==> src/rtl/mem_port_arbiter_pkg.sv <==
// Shared types for the unified-memory port arbiter.
// Optional round-robin arbitration is enabled by defining MEM_PORT_ARBITER_RR_EN.
package mem_port_arbiter_pkg;

    typedef enum logic [1:0] {
        IDLE   = 2'd0,
        ACCESS = 2'd1,
        WAIT   = 2'd2,
        RESP   = 2'd3
    } state_t;

    typedef enum logic {
        PORT_CORE = 1'b0,
        PORT_DBG  = 1'b1
    } port_t;

    localparam int unsigned NUM_PORTS = 2;

endpackage

==> src/rtl/mem_port_arbiter_pick.sv <==
// Combinational winner select for the two memory requesters.
// MEM_PORT_ARBITER_RR_EN selects round-robin on ties; otherwise port 1 has fixed priority.
module mem_port_pick
    import mem_port_arbiter_pkg::*;
(
    input  logic                 req0,
    input  logic                 req1,
    input  port_t                last_win,
    output logic [NUM_PORTS-1:0] gnt_vec,
    output port_t                winner
);

`ifndef MEM_PORT_ARBITER_RR_EN
    logic unused_last_win;
    assign unused_last_win = last_win;
`endif

    always_comb begin
        gnt_vec = '0;
        winner  = PORT_CORE;
`ifdef MEM_PORT_ARBITER_RR_EN
        // On a tie the port that did not win last time goes first.
        if (req0 && req1) begin
            winner = (last_win == PORT_DBG) ? PORT_CORE : PORT_DBG;
        end else if (req1) begin
            winner = PORT_DBG;
        end
`else
        if (req1) begin
            winner = PORT_DBG;
        end
`endif
        if (req0 || req1) begin
            gnt_vec[winner] = 1'b1;
        end
    end

endmodule

==> src/rtl/mem_port_arbiter.sv <==
// Two-port arbiter in front of a single-ported memory; one transaction in flight at a time.
// Define MEM_PORT_ARBITER_RR_EN for round-robin tie breaking (default: port 1 wins ties).
module mem_port_arbiter
    import mem_port_arbiter_pkg::*;
#(
    parameter int unsigned ADDR_W       = 16,
    parameter int unsigned DATA_W       = 32,
    parameter int unsigned READ_LATENCY = 1
) (
    input  logic              clk,
    input  logic              rst,
    input  logic              req0,
    input  logic              we0,
    input  logic [ADDR_W-1:0] addr0,
    input  logic [DATA_W-1:0] wdata0,
    output logic              gnt0,
    output logic              resp0,
    input  logic              req1,
    input  logic              we1,
    input  logic [ADDR_W-1:0] addr1,
    input  logic [DATA_W-1:0] wdata1,
    output logic              gnt1,
    output logic              resp1,
    output logic [DATA_W-1:0] rdata,
    output logic              mem_wen,
    output logic              mem_ren,
    output logic [ADDR_W-1:0] mem_addr,
    output logic [DATA_W-1:0] mem_wdata,
    input  logic [DATA_W-1:0] mem_rdata
);

    localparam int unsigned CNT_W = (READ_LATENCY > 1) ? $clog2(READ_LATENCY) : 1;

    if (READ_LATENCY < 1) begin : g_lat_chk
        $error("mem_port_arbiter: READ_LATENCY must be at least 1");
    end

    state_t                state;
    state_t                state_nx;
    port_t                 owner_q;
    logic                  we_q;
    logic [ADDR_W-1:0]     addr_q;
    logic [DATA_W-1:0]     wdata_q;
    logic [DATA_W-1:0]     rdata_q;
    logic [CNT_W-1:0]      cnt_q;
    logic [NUM_PORTS-1:0]  pick_gnt;
    port_t                 pick_win;
    port_t                 rr_ptr;
    logic                  grant;

    mem_port_pick u_pick (
        .req0     (req0),
        .req1     (req1),
        .last_win (rr_ptr),
        .gnt_vec  (pick_gnt),
        .winner   (pick_win)
    );

    assign grant = (state == IDLE) && (|pick_gnt);

`ifdef MEM_PORT_ARBITER_RR_EN
    always_ff @(posedge clk or negedge rst) begin
        if (!rst) begin
            rr_ptr <= PORT_CORE;
        end else if (grant) begin
            rr_ptr <= pick_win;
        end
    end
`else
    assign rr_ptr = PORT_CORE;
`endif

    always_ff @(posedge clk or negedge rst) begin
        if (!rst) begin
            state <= IDLE;
        end else begin
            state <= state_nx;
        end
    end

    always_comb begin
        state_nx = state;
        case (state)
            IDLE:    if (|pick_gnt) state_nx = ACCESS;
            ACCESS:  state_nx = we_q ? RESP : WAIT;
            WAIT:    if (cnt_q == '0) state_nx = RESP;
            RESP:    state_nx = IDLE;
            default: state_nx = IDLE;
        endcase
    end

    always_ff @(posedge clk or negedge rst) begin
        if (!rst) begin
            owner_q <= PORT_CORE;
            we_q    <= 1'b0;
            addr_q  <= '0;
            wdata_q <= '0;
            rdata_q <= '0;
            cnt_q   <= '0;
        end else begin
            if (grant) begin
                owner_q <= pick_win;
                we_q    <= (pick_win == PORT_DBG) ? we1    : we0;
                addr_q  <= (pick_win == PORT_DBG) ? addr1  : addr0;
                wdata_q <= (pick_win == PORT_DBG) ? wdata1 : wdata0;
            end
            if (state == ACCESS && !we_q) begin
                cnt_q <= CNT_W'(READ_LATENCY - 1);
            end
            // Counter parks at zero on the capture cycle rather than wrapping.
            if (state == WAIT) begin
                if (cnt_q == '0) begin
                    rdata_q <= mem_rdata;
                end else begin
                    cnt_q <= cnt_q - 1'b1;
                end
            end
        end
    end

    always_comb begin
        gnt0    = 1'b0;
        gnt1    = 1'b0;
        resp0   = 1'b0;
        resp1   = 1'b0;
        mem_wen = 1'b0;
        mem_ren = 1'b0;
        if (state == IDLE) begin
            gnt0 = pick_gnt[PORT_CORE];
            gnt1 = pick_gnt[PORT_DBG];
        end
        if (state == ACCESS) begin
            mem_wen = we_q;
            mem_ren = !we_q;
        end
        if (state == RESP) begin
            resp0 = (owner_q == PORT_CORE);
            resp1 = (owner_q == PORT_DBG);
        end
    end

    assign mem_addr  = addr_q;
    assign mem_wdata = wdata_q;
    assign rdata     = rdata_q;

endmodule

==> config.mk <==
export PLATFORM = sky130hd
export DESIGN_NAME = mem_port_arbiter
export DESIGN_NICKNAME = d
export VERILOG_FILES = /design/src/rtl/mem_port_arbiter_pkg.sv /design/src/rtl/mem_port_arbiter_pick.sv /design/src/rtl/mem_port_arbiter.sv
export SDC_FILE = /design/constraint.sdc
export NUM_CORES = 1
export LEC_CHECK = 0
export BUFFER_PORTS_ARGS = -buffer_cell sky130_fd_sc_hd__buf_2
export CAP_MARGIN = 20
export CORE_AREA = 3 3 94 96
export DETAILED_ROUTE_END_ITERATION = 8
export DIE_AREA = 0 0 97 99
export GPL_ROUTABILITY_DRIVEN = 0
export HOLD_SLACK_MARGIN = 0.03
export PLACE_DENSITY = 0.83
export SLEW_MARGIN = 20
export SYNTH_ARGS = -nofsm -noshare
export SYNTH_HDL_FRONTEND = slang
export SYNTH_SLANG_ARGS = --single-unit
==> constraint.sdc <==
create_clock -name clk -period 4.3 [get_ports clk]
set_input_delay 0.43 -clock clk [delete_from_list [all_inputs] [get_ports clk]]
set_output_delay 0.43 -clock clk [all_outputs]
set_load 0.1 [all_outputs]
Word level (Yosys, flattened, before mapping). Cells that the tools add are included.

Latch bits: 0. Logic and storage cells: 46. Output and inout bits: 86. Memories kept: 0. Bits in writable memories: 0. Input port bits: 134. Bits in read-only memories: 0. Bits in registers: 85.

Equality and inequality tests: 5. Div/mod/pow operators: 0. Multipliers: 0. Add/sub/neg operators: 1. Bitwise operators: 2. Reductions and logical operators: 9. Shift operators: 0. Mux-type cells: 20. Magnitude comparators: 2.

Operator list (number): 32-bit 2-to-1 mux (1); 16-bit 2-to-1 mux (1); 1-bit 2-to-1 mux (13); 2-bit one-hot mux with 4 select lines (1); 2-bit 2-to-1 mux (3); 2-bit == test, second input constant (2); 2-bit AND reduction (2); 1-bit logical AND (3); 2-bit by 1-bit == test with 1-bit output, second input constant (1); 2-bit zero test (1); 1-bit by 2-bit < comparator with 1-bit output, second input constant (1); 2-bit by 1-bit != test with 1-bit output, second input constant (1); 2-bit != test, second input constant (1); 1-bit inverter (2); 2-bit OR reduction (1); 1-bit demux with 1-bit select (1); 1-bit greater-or-equal comparator, second input constant (1); 1-bit zero test (1); 1-bit logical OR (1); 1-bit subtractor, second input constant (1).

Longest topological paths before layout.
Depth after elaboration: 9. Gate-level depth with buffers: 7. Depth with buffers taken out: 5.

Cells and area by module. A second synthesis with hierarchy kept.

Cells, all modules: 311. Area, all modules: 3893.7 um2.

By module, submodules not included: mem_port_arbiter (area each 3876.2 um2, sequential area each 2127.0 um2, instances 1, cells an instance 308); mem_port_pick (area each 17.5 um2, sequential area each 0.0 um2, instances 1, cells an instance 3).

Worst setup path before layout. No wires, ideal clock.

Path kind: register -> output. Start point: register state[0]. End point: output port gnt0. Path buffers: 0. Stages on the path, launching flop included: 5. Data required time: 3.870 ns. Arrival time: 2.108 ns. Path slack: 1.762 ns. Path through: dfrtp_1 > inv_1 > ha_1 > nand2_1 > nor2_1.

Longest elaborated chain between the ends: 2.

RTL lines: start, declared (line mem_port_arbiter.sv:38) `state_t state;`; start signal, assigned (line mem_port_arbiter.sv:77) `state <= state_nx;`; 2-bit zero test (line mem_port_arbiter.sv:128) `if (state == IDLE) begin`; 1-bit 2-to-1 mux (line mem_port_arbiter.sv:128); end, declared (line mem_port_arbiter.sv:16) `output logic gnt0,`.

Every way passes these cells.

Final worst setup path. Same ends and word-level chain as after synthesis.

==> run summary <==
STA classifies the critical path startpoint as a flip-flop. The area overhead of the layout relative to synthesis came out at 35.7%. The initial antenna violation count came out at 0.

The run finished with clean final reports. The logs give 0 for the final count of pins violating max slew and 631 for the final standard cell count with taps included and fillers excluded. Including well taps, the total number of placed cells is 615. The biggest area consumer among synthesized cells is sky130_fd_sc_hd__dfrtp_1. TritonCTS built the clock tree. The remaining antenna violation count after routing came out at 0. The worst path meets setup with 2.03 ns of slack. The routed wire length is 8.87 mm. In this run the tightest slew margin relative to its limit is 34.7%. For this configuration, the core starts out at a cell density of 46.0%. The pre-antenna-repair detailed-routing pass consisted of 4 iterations.

Detailed placement finished with a half-perimeter wire length of 7.01 mm. Most frequently used cell type in the post-synthesis netlist: sky130_fd_sc_hd__dfrtp_1. During synthesis, Yosys emitted a total of 0 warnings. The fraction of final layout cells with drive strength greater than 1 was 51.7%.

In this run the standard cell core region covers 8130 µm². The die outline area is 9600 µm². Entering global routing, the biggest net connects 86 pins. Measured in cells, the most critical reg-to-reg path has a length of 5.

The smallest clock period supported by the final layout is computed as 2.27 ns. Routed via count: 3,033. Among all flip-flop cells after synthesis, the most frequent one is sky130_fd_sc_hd__dfrtp_1. For the pin with the worst max-slew slack, the measured transition is 0.976 ns. After clock tree synthesis, the flow added hold-fix buffers numbering 0. Cell area after synthesis: 3740 µm². The top cell type by area accounts for 56.8% of the synthesized area. For the worst slack at placement, the log shows 1.77 ns. The root buffer cell is sky130_fd_sc_hd__clkbuf_8.

Row generation in the floorplan step produced 33 rows. On the final layout, the worst clock skew is 0.00691 ns. After synthesis, the cell types taking the most area are sky130_fd_sc_hd__dfrtp_1 (57%), sky130_fd_sc_hd__mux2i_1 (13%), sky130_fd_sc_hd__mux2_2 (9.3%).

In this run, the number of DRC markers left after iteration 0 of detailed routing was 51. Synthesis inferred 85 register bits. The first global-routing pass estimated 14.6 mm of wire. In the final routed layout, each cell accounts on average for 14.1 µm. The number of diodes added for antenna fixing came out at 0.

Clock-pin slew was measured on the worst setup and hold paths at 0.09 ns. Setup repair after global routing left no endpoint under its margin. Endpoint class of the critical path: an output port. The post-CTS setup repair buffer count is 0, and the number of nets in the layout is 659. The tools report the launch point of the worst reg-to-reg path as state[0]$_DFFE_PN0P_. In this run the worst hold path is classified as in -> async. Number of vias per cell after detailed routing: 4.81. The critical path is of the reg -> out type. For the signal arrival time at the worst endpoint, the log shows 1.84 ns. The multi-input logic area was 1470 µm²; the hold violation count in the final report was 0. Based on the critical path, the design can be clocked at up to 0.441 GHz. Counting the fill cells in the layout gives 692.

Dividing the synthesized area by the synthesized cell count gives 12.2 µm². The sum of negative setup slack is 0 ns, and the final cycle utilization of the critical path is 52.7%. Counting every sink on the clock net gives 85.

For the worst-skew pair, the clock arrives at the later sink with an insertion delay of 0.34 ns. The longest clock path from root to sink contains 2 buffers. The most critical setup path has its startpoint at state[0]$_DFFE_PN0P_.

The number of nets handed over by synthesis was 446. In the global route stage, overall resource usage came out at 18.9%. At the worst endpoint, the required time is 3.87 ns.

For the count of different cell masters after synthesis, the log shows 26. Of all flip-flops after synthesis, the portion carrying an async set or reset was 100%. The run gives 0 as the number of instances resized during post-cts repair. Setup violations remaining at the end of the flow were counted as 0. The tools report the synthesized instance count as 308.

The highest net fanout along the worst path works out to 6. The share of the yosys chip area belonging to registers is 56.8%, and the number of enable flip-flop cells after synthesis is 0. In the final layout, flip-flops and latches occupy 2130 µm².

For this run, design rule violations remaining after detail routing come to 0. In the synthesized netlist, the cells that appear most often are sky130_fd_sc_hd__dfrtp_1 (85), sky130_fd_sc_hd__nand2_1 (50), sky130_fd_sc_hd__mux2i_1 (49). Across the run, the number of max-cap violations was 0.

The number of clock buffers added by TritonCTS is 9. Summed over all layers, the global routing overflow is 0. The count of buffers inserted at the top-level ports is 219, and the vertical die dimension is 99 µm. The tools report the number of global-route vias before repair as 3,168.

Pin placement for this block handled 220 I/O pins. The die outline width is 97 µm. The H-tree was split into 3 levels.
## layout make-up
| cell class | instances | area share, % |
|---|---|---|
| Timing Repair Buffer | 222 | 22.1 |
| Sequential cell | 85 | 41.9 |
| Inverter | 2 | 0.148 |
| Tap cell | 105 | 2.59 |
| Multi-Input combinational cell | 201 | 28.8 |
| Clock buffer | 10 | 2.51 |
| Clock inverter | 6 | 1.87 |
## cells in the final DEF, fill, tap and decap left out, drive strengths merged
cell type	netlist	layout
buf	14	222
ha	4	4
clkinvlp	0	2
inv	2	4
o21ai	50	50
a221oi	1	1
a21o	1	1
bufinv	0	2
dfrtp	85	85
nor2	2	2
nand2	50	50
mux2	33	33
nor3	1	1
and2	3	3
nor2b	3	3
nor3b	1	1
a21oi	1	1
mux2i	49	49
clkbuf	6	10
a22oi	1	1
o21a	1	1
## through the flow
stage,util (%),hold WS [ns],instance area [µm²]
after floorplan,-,0.134,3740
after global placement,59.7,0.458,4850
after detailed placement,59.7,0.465,4850
after CTS,62.4,0.287,5070
after global routing,62.4,0.168,5080
final,62.4,0.103,5080
## worst max-delay path, stage by stage (launching register included)
cell	delay [ns]
sky130_fd_sc_hd__dfrtp_1	0.44
sky130_fd_sc_hd__inv_1	0.11
sky130_fd_sc_hd__ha_1	0.30
sky130_fd_sc_hd__nand2_1	0.11
sky130_fd_sc_hd__nor2_1	0.09
sky130_fd_sc_hd__buf_2	0.44
## flip-flops by register name (all words and copies together) (netlist names)
signal and flops:
mem_wdata 32, rdata 32, mem_addr 16, state 2
cnt_q 1, owner_q 1, we_q 1
## metal layers
metal  vias up  wire, µm  track usage (%)
li1       1494         -                -
met1      1385      3560             22.2
met2       148      4510             33.5
met3         6       714             4.39
met4         0        84             7.34
met5         -         0                0
## final timing paths
kind / to / slack [ns]
setup / recovery: gnt0 / 2.03
hold / removal: mem_wdata[11]$_DFFE_PN0P_ / 0.10
setup reg to reg: mem_wdata[0]$_DFFE_PN0P_ / 2.22
hold reg to reg: mem_wdata[3]$_DFFE_PN0P_ / 0.48
max in group asynchronous: mem_addr[0]$_DFFE_PN0P_ / 3.66
min in group clk: rdata[23]$_DFFE_PN0P_ / 0.32
## logic make-up after synthesis
| kind of cell | share of synthesized area (%) |
|---|---|
| and+or+nand+nor | 6.55 |
| AOI/OAI and AO/OA | 7.96 |
| DFF | 56.8 |
| muxes | 23.2 |
| adders and majority gates | 1.34 |
| buffers and inverters | 4.08 |
Power is left out: the tool's default activity adds up to more than one toggle a clock period on the data nets, which glitch-free logic cannot reach.
